$ cat config.mk
export PLATFORM = sky130hd
export DESIGN_NAME = layer2_mac_sequencer
export DESIGN_NICKNAME = d
export VERILOG_FILES = /design/src/rtl/layer2_mac_sequencer_pkg.sv /design/src/rtl/layer2_mac_sequencer_mac_lane.sv /design/src/rtl/layer2_mac_sequencer.sv
export SDC_FILE = /design/constraint.sdc
export NUM_CORES = 2
export LEC_CHECK = 0
export ABC_CLOCK_PERIOD_IN_PS = 10900
export CAP_MARGIN = 15
export CELL_PAD_IN_SITES_DETAIL_PLACEMENT = 0
export CELL_PAD_IN_SITES_GLOBAL_PLACEMENT = 2
export CORE_ASPECT_RATIO = 1.5
export CORE_MARGIN = 3
export CORE_UTILIZATION = 41
export DETAILED_ROUTE_END_ITERATION = 7
export PLACE_DENSITY_LB_ADDON = 0.1
export SLEW_MARGIN = 20
export SYNTH_ARGS = -nofsm -noshare
export SYNTH_HDL_FRONTEND = slang
export SYNTH_SLANG_ARGS = --single-unit
$ cat constraint.sdc
create_clock -name clk -period 10.9 [get_ports clk]
set_clock_uncertainty 0.05 [all_clocks]
set_input_delay 2.725 -clock clk [delete_from_list [all_inputs] [get_ports clk]]
set_output_delay 2.725 -clock clk [all_outputs]
set_load 0.1 [all_outputs]
$ cat src/rtl/layer2_mac_sequencer_pkg.sv
// Shared constants and types for the Layer 2 MAC sequencer.
//   RELU_NODES   : Layer 1 ReLU outputs held by the node queue
//   IN_WIDTH     : unsigned ReLU node value width
//   WEIGHT_WIDTH : two's-complement Layer 2 weight width
//   OUT_NODES    : Layer 2 output neurons
//   INDEX_WIDTH  : node index width
//   ACC_WIDTH    : two's-complement accumulator width
//   state_e      : sequencer state encoding
package layer2_mac_sequencer_pkg;

    localparam int unsigned RELU_NODES   = 100;
    localparam int unsigned IN_WIDTH     = 8;
    localparam int unsigned WEIGHT_WIDTH = 8;
    localparam int unsigned OUT_NODES    = 10;
    localparam int unsigned INDEX_WIDTH  = 7;
    localparam int unsigned ACC_WIDTH    = 24;

    typedef enum logic [2:0] {
        StIdle  = 3'd0,
        StLoad  = 3'd1,
        StDeq   = 3'd2,
        StCapt  = 3'd3,
        StFetch = 3'd4,
        StMac   = 3'd5,
        StDone  = 3'd6
    } state_e;

    // Smallest accumulator that cannot overflow when every node hits the extreme product.
    function automatic int unsigned min_acc_width(input int unsigned in_w,
                                                  input int unsigned wt_w,
                                                  input int unsigned nodes);
        return in_w + wt_w + $clog2(nodes) + 1;
    endfunction

endpackage

$ cat src/rtl/layer2_mac_sequencer_mac_lane.sv
// One Layer 2 output neuron: signed accumulator plus its multiplier.
//   clk_i    : rising-edge clock
//   reset_i  : synchronous active-high reset, clears the accumulator
//   clear_i  : synchronous clear at the start of a pass
//   en_i     : add value_i * weight_i into the accumulator this cycle
//   value_i  : unsigned node value
//   weight_i : two's-complement weight
//   acc_o    : two's-complement accumulator
module layer2_mac_lane #(
    parameter int unsigned IN_WIDTH     = 8,
    parameter int unsigned WEIGHT_WIDTH = 8,
    parameter int unsigned ACC_WIDTH    = 24
) (
    input  logic                    clk_i,
    input  logic                    reset_i,
    input  logic                    clear_i,
    input  logic                    en_i,
    input  logic [IN_WIDTH-1:0]     value_i,
    input  logic [WEIGHT_WIDTH-1:0] weight_i,
    output logic [ACC_WIDTH-1:0]    acc_o
);

    localparam int unsigned ProdWidth = IN_WIDTH + WEIGHT_WIDTH + 1;

    logic signed [ProdWidth-1:0] val_ext;
    logic signed [ProdWidth-1:0] wt_ext;
    logic signed [ProdWidth-1:0] prod;
    logic signed [ACC_WIDTH-1:0] prod_ext;
    logic signed [ACC_WIDTH-1:0] acc_d;
    logic signed [ACC_WIDTH-1:0] acc_q;

    // Value is unsigned, so it gets a zero sign bit before the signed multiply.
    assign val_ext  = $signed({{(WEIGHT_WIDTH + 1){1'b0}}, value_i});
    assign wt_ext   = $signed({{(IN_WIDTH + 1){weight_i[WEIGHT_WIDTH-1]}}, weight_i});
    assign prod     = val_ext * wt_ext;
    assign prod_ext = $signed({{(ACC_WIDTH - ProdWidth){prod[ProdWidth-1]}}, prod});

    always_comb begin
        acc_d = acc_q;
        if (en_i) begin
            acc_d = acc_q + prod_ext;
        end
    end

    always_ff @(posedge clk_i) begin
        if (reset_i || clear_i) begin
            acc_q <= '0;
        end else begin
            acc_q <= acc_d;
        end
    end

    assign acc_o = acc_q;

endmodule

$ cat src/rtl/layer2_mac_sequencer.sv
// Drains the ReLU node queue one node at a time and accumulates each nonzero node's
// weight row into all Layer 2 output neurons in parallel.
//   clk, reset                : clock, synchronous active-high reset
//   start / busy / result_valid : pass control and status
//   queue_write_en, queue_dequeue : queue control (pointer reset, dequeue pulse)
//   queue_index_in/value_in/empty : dequeued node and empty flag
//   weight_addr, weight_rd, weight_row_in : weight row fetch, 1-cycle read latency
//   layer2_out                : packed accumulators, neuron 0 in the MSB slice
module layer2_mac_sequencer #(
    parameter int unsigned RELU_NODES   = layer2_mac_sequencer_pkg::RELU_NODES,
    parameter int unsigned IN_WIDTH     = layer2_mac_sequencer_pkg::IN_WIDTH,
    parameter int unsigned WEIGHT_WIDTH = layer2_mac_sequencer_pkg::WEIGHT_WIDTH,
    parameter int unsigned OUT_NODES    = layer2_mac_sequencer_pkg::OUT_NODES,
    parameter int unsigned INDEX_WIDTH  = layer2_mac_sequencer_pkg::INDEX_WIDTH,
    parameter int unsigned ACC_WIDTH    = layer2_mac_sequencer_pkg::ACC_WIDTH
) (
    input  logic                              clk,
    input  logic                              reset,
    input  logic                              start,
    output logic                              busy,
    output logic                              result_valid,
    output logic                              queue_write_en,
    output logic                              queue_dequeue,
    input  logic [INDEX_WIDTH-1:0]            queue_index_in,
    input  logic [IN_WIDTH-1:0]               queue_value_in,
    input  logic                              queue_empty,
    output logic [INDEX_WIDTH-1:0]            weight_addr,
    output logic                              weight_rd,
    input  logic [OUT_NODES*WEIGHT_WIDTH-1:0] weight_row_in,
    output logic [OUT_NODES*ACC_WIDTH-1:0]    layer2_out
);

    import layer2_mac_sequencer_pkg::*;

    if ((ACC_WIDTH < min_acc_width(IN_WIDTH, WEIGHT_WIDTH, RELU_NODES)) ||
        ((2 ** INDEX_WIDTH) < RELU_NODES)) begin : g_param_check
        $error("layer2_mac_sequencer: ACC_WIDTH or INDEX_WIDTH too small");
    end

    state_e                 state_q, state_d;
    logic                   clear_acc;
    logic                   mac_en;
    logic [IN_WIDTH-1:0]    value_q;
    logic                   last_q;
    logic [INDEX_WIDTH-1:0] weight_addr_q;
    logic                   busy_q, result_valid_q, write_en_q, dequeue_q, weight_rd_q;

    always_comb begin
        state_d   = state_q;
        clear_acc = 1'b0;
        case (state_q)
            StIdle: begin
                if (start) begin
                    state_d   = StLoad;
                    clear_acc = 1'b1;
                end
            end
            StLoad:  state_d = StDeq;
            StDeq:   state_d = StCapt;
            StCapt: begin
                // Zero nodes contribute nothing, so skip the fetch and MAC entirely.
                if (queue_value_in != '0) begin
                    state_d = StFetch;
                end else if (queue_empty) begin
                    state_d = StDone;
                end else begin
                    state_d = StDeq;
                end
            end
            StFetch: state_d = StMac;
            StMac:   state_d = last_q ? StDone : StDeq;
            StDone:  state_d = StIdle;
            default: state_d = StIdle;
        endcase
    end

    // Row data arrives one cycle after the FETCH strobe, i.e. during MAC.
    assign mac_en = (state_q == StMac);

    // Outputs are decoded from the next state so they line up with the state they describe.
    always_ff @(posedge clk) begin
        if (reset) begin
            state_q        <= StIdle;
            value_q        <= '0;
            last_q         <= 1'b0;
            weight_addr_q  <= '0;
            busy_q         <= 1'b0;
            result_valid_q <= 1'b0;
            write_en_q     <= 1'b0;
            dequeue_q      <= 1'b0;
            weight_rd_q    <= 1'b0;
        end else begin
            state_q        <= state_d;
            busy_q         <= (state_d != StIdle) && (state_d != StDone);
            result_valid_q <= (state_d == StDone);
            write_en_q     <= (state_d == StLoad);
            dequeue_q      <= (state_d == StDeq);
            weight_rd_q    <= (state_d == StFetch);
            if (state_q == StCapt) begin
                value_q <= queue_value_in;
                last_q  <= queue_empty;
                // Only nonzero nodes move the address, so it holds outside FETCH.
                if (queue_value_in != '0) begin
                    weight_addr_q <= queue_index_in;
                end
            end
        end
    end

    for (genvar k = 0; k < OUT_NODES; k++) begin : g_lane
        logic [ACC_WIDTH-1:0] lane_acc;

        layer2_mac_lane #(
            .IN_WIDTH     (IN_WIDTH),
            .WEIGHT_WIDTH (WEIGHT_WIDTH),
            .ACC_WIDTH    (ACC_WIDTH)
        ) u_lane (
            .clk_i    (clk),
            .reset_i  (reset),
            .clear_i  (clear_acc),
            .en_i     (mac_en),
            .value_i  (value_q),
            .weight_i (weight_row_in[(OUT_NODES-1-k)*WEIGHT_WIDTH +: WEIGHT_WIDTH]),
            .acc_o    (lane_acc)
        );

        assign layer2_out[(OUT_NODES-1-k)*ACC_WIDTH +: ACC_WIDTH] = lane_acc;
    end

    assign busy           = busy_q;
    assign result_valid   = result_valid_q;
    assign queue_write_en = write_en_q;
    assign queue_dequeue  = dequeue_q;
    assign weight_addr    = weight_addr_q;
    assign weight_rd      = weight_rd_q;

endmodule

==> impl_metrics.toml <==
[timing]
setup_viol_count_final = 0
tns_ps = 0
worst_slew_pin_slew_ps = 1170
finalWorstSetupSlack_ps = 2870
period_minus_slack_ps = 8030
fin_crit_sh_pct = 73.7
hold_viol_final = 0
maxSlewHeadroom_pct = 21.9
drv_slew = 0
rsz0062_at_grt = "no"
fmax_mhz = 125

[global_route]
grt_pass1_vias = 35527
grt_use_total_pct = 24.0
grt_pass1_wl_microns = 198000
antenna_found_initial = 12
grt_remaining_overflow = 0
grt_max_degree = 59

[synth]
synth_simple_gate_area_share_pct = 15.7
synth.most_common_cell = "ha_1"
netlist_area_sq_um = 41500
synth_seq_area_share_pct = 12.7
muxShareOfSynthArea_pct = 0.438
yosysUniqueCellTypes = 85
synth_compound_area_share_pct = 11.4
synth-main-ff-cell = "dfxtp_1"
ys_warn_count = 0
synth_edf_count = 0
syn_avg_cell_area_sq_um = 8.71
synth_seq_cells = 264
synth-adder-area-share_pct = 47.6
yosys-top-cells-area = "fa_1 25%, ha_1 23%, dfxtp_1 13%"
synth_area_leader_cell = "fa_1"
async_flop_share_pct = 0
synth_commonest_cells = "760 x ha_1, 700 x inv_1, 657 x nand2_1, 510 x fa_1, 300 x and2_1"
synth_top_family_by_area = "adder cells"
synthXorXnorAreaFrac_pct = 4.10
synth_fp_nets = 6126
synth_cells = 4757
yosysTopAreaCellShare_pct = 24.6

[cells_and_area]
drive_above_1_share_pct = 2.99
nFillCells = 10005
final_cell_area_sq_um = 47400
area_growth_pct = 14.4
post-route-util_pct = 47.4
finalNonFillerCells = 6317
nets = 6355

[clocking]
cts_max_path_buffers = 3
clock_latency_ps = 590
postCtsHoldBufs = 0
cts_resized = 0
numCtsBuffers = 38
cts_tree = "yes"
htree_levels = 2
cts_root_buf = "clkbuf_16"
cts.reportedPaths.clkPinSlew_ps = 70
post-cts-setup-buffers = 0
cts.sinks = 264

[detailed_routing]
drc = 0
drt_pass1_iterations = 5
post_drt_wl_per_cell_microns = 19.6
viasPerCell = 5.22
routed_wl_microns = 124000
vias = 32970
drtIter0Drc = 1247
drtAntennaViolNets = 0

[placed_design]
place_area_sq_um = 46100
place_inst = 6242
post-place-ws_ps = 2250
gp_congestion = 0.829
dp_hpwl_microns = 95500
port_buffers = 350

[worst_setup_path]
crit_path_frequent_cell = "fa_1"
r2r_cells = 20
crit_type = "in -> reg"
arrival_ps = 8420
crit_fanout = 12
slowest_delay_ps = 830
rr_startpoint = "value_q[4]$_SDFFE_PP0N_"
cp.required_ps = 11290
crit_chain = "clkdlybuf4s50_1 -> inv_1 -> fa_1 -> inv_1 -> fa_1 -> fa_1 -> fa_1 -> fa_1 -> ha_1 -> o21a_1 -> o21ai_0 -> and3b_1 -> o31ai_1 -> or3b_2 -> a31oi_1 -> xor2_1 -> o21ai_0"
start_kind = "input pin"
rr_endpoint = "g_lane[4].u_lane.acc_o[20]$_SDFFE_PP0N_"
cp-end-kind = "flop"
crit_slowest_cell = "clkdlybuf4s50_1"
rrSetupSlack_ps = 4490
worstSetupEndpoint = "g_lane[9].u_lane.acc_o[21]$_SDFFE_PP0N_"
startpoint = "weight_row_in[7]"

[floorplan]
fp.dieH_microns = 395
die_area_sq_um = 105000
io_pins = 351
core_sq_um = 100000
rows = 142
fp.dieW_microns = 266
start_util_pct = 41.4

[worst_hold_path]
worst_hold_path_type = "reg -> reg"

[power]
power_leakage_nw = 24.0
ir_worst_vdd_uv = 105
power-per-cell-area_nw_per_um2 = 68.2

[run_status]
status = "completed"

[run]
drv_cap = 0
==> critical path, delay by kind of cell <==
kind / cells / cell delay (ps)
buf+inv: 3 / 1200
simple gates: 2 / 700
fa+ha+maj: 6 / 2790
xor+xnor: 1 / 160
compound gates: 5 / 810
==> worst min path at each step <==
stage                                                          to  cells past startpoint  slack, ps                                    start
after floorplan                               last_q$_SDFFE_PP0N_                      2        380                      last_q$_SDFFE_PP0N_
after CTS                  g_lane[6].u_lane.acc_o[1]$_SDFFE_PP0N_                      2        420   g_lane[6].u_lane.acc_o[1]$_SDFFE_PP0N_
final                     g_lane[2].u_lane.acc_o[14]$_SDFFE_PP0N_                      2        420  g_lane[2].u_lane.acc_o[14]$_SDFFE_PP0N_
after global routing       g_lane[4].u_lane.acc_o[2]$_SDFFE_PP0N_                      2        430   g_lane[4].u_lane.acc_o[2]$_SDFFE_PP0N_
after detailed placement   g_lane[6].u_lane.acc_o[1]$_SDFFE_PP0N_                      2        420   g_lane[6].u_lane.acc_o[1]$_SDFFE_PP0N_
after global placement     g_lane[6].u_lane.acc_o[9]$_SDFFE_PP0N_                      2        410   g_lane[6].u_lane.acc_o[9]$_SDFFE_PP0N_
==> metal layers <==
layer  GRT usage [%]  wire (microns)  vias to the layer above
li1                -               -                    15920
met1            28.3           50900                    16289
met2            44.6           64200                      573
met3            3.37            4940                      180
met4            7.55            3990                        8
met5               0              56                        -
==> registers in the layout, summed over array words and instances, names as in the netlist, 3 cells and up <==
register	count
state_q	3
g_lane.u_lane.acc_o	240
value_q	8
weight_addr	7
==> area by class of cell <==
cell class	count	area, sq um	area share (%)
Timing Repair Buffer	373	3660	7.72
Inverter	700	2630	5.54
Antenna cell	8	20.0	0.0422
Clock buffer	50	1080	2.27
Sequential cell	264	5320	11.2
Tap cell	1296	1620	3.42
Multi-Input combinational cell	3609	32900	69.3
Clock inverter	17	245	0.517
==> logic make-up (layout without fill, tap and decap cells) <==
family | count (synthesis) | in the layout
fa+ha+maj | 1270 | 1270
flops | 264 | 264
buf+inv | 884 | 1140
mux | 18 | 18
other cells | 0 | 8
compound gates | 740 | 740
simple gates | 1387 | 1387
xor+xnor | 194 | 194
==> through the flow <==
step	hold WS, ps	power (W)
3_3_place_gp	406	0.00187
2_1_floorplan	381	0.00160
4_1_cts	424	0.00331
6_report	421	0.00323
5_1_grt	430	0.00343
3_5_place_dp	416	0.00187
==> power by group <==
group	leakage, nW	total [W]	internal (W)	switching, W
Combinational	21.2	0.000855	0.000333	0.000521
Clock	0.655	0.00140	0.000836	0.000559
Sequential	2.13	0.000985	0.000969	0.0000155
==> cells in the final DEF, fill, tap and decap left out, drive strengths merged, types with 13 or more instances in the layout <==
master and instances:
ha 760, inv 701, nand2 658, fa 510, clkdlybuf4s50 346, and2 300, dfxtp 264, a21oi 262
nor2 193, o21ai 165, xnor2 126, a21o 98, xor2 68, clkbuf 50, nand3 48, nand2b 44
a211oi 38, nor3 35, a31oi 28, buf 27, o21a 26, o21bai 22, nor2b 20, nand4 20
mux2i 17, and3 17, o31ai 17, a2111oi 13
(Power assumes the default switching activity.)
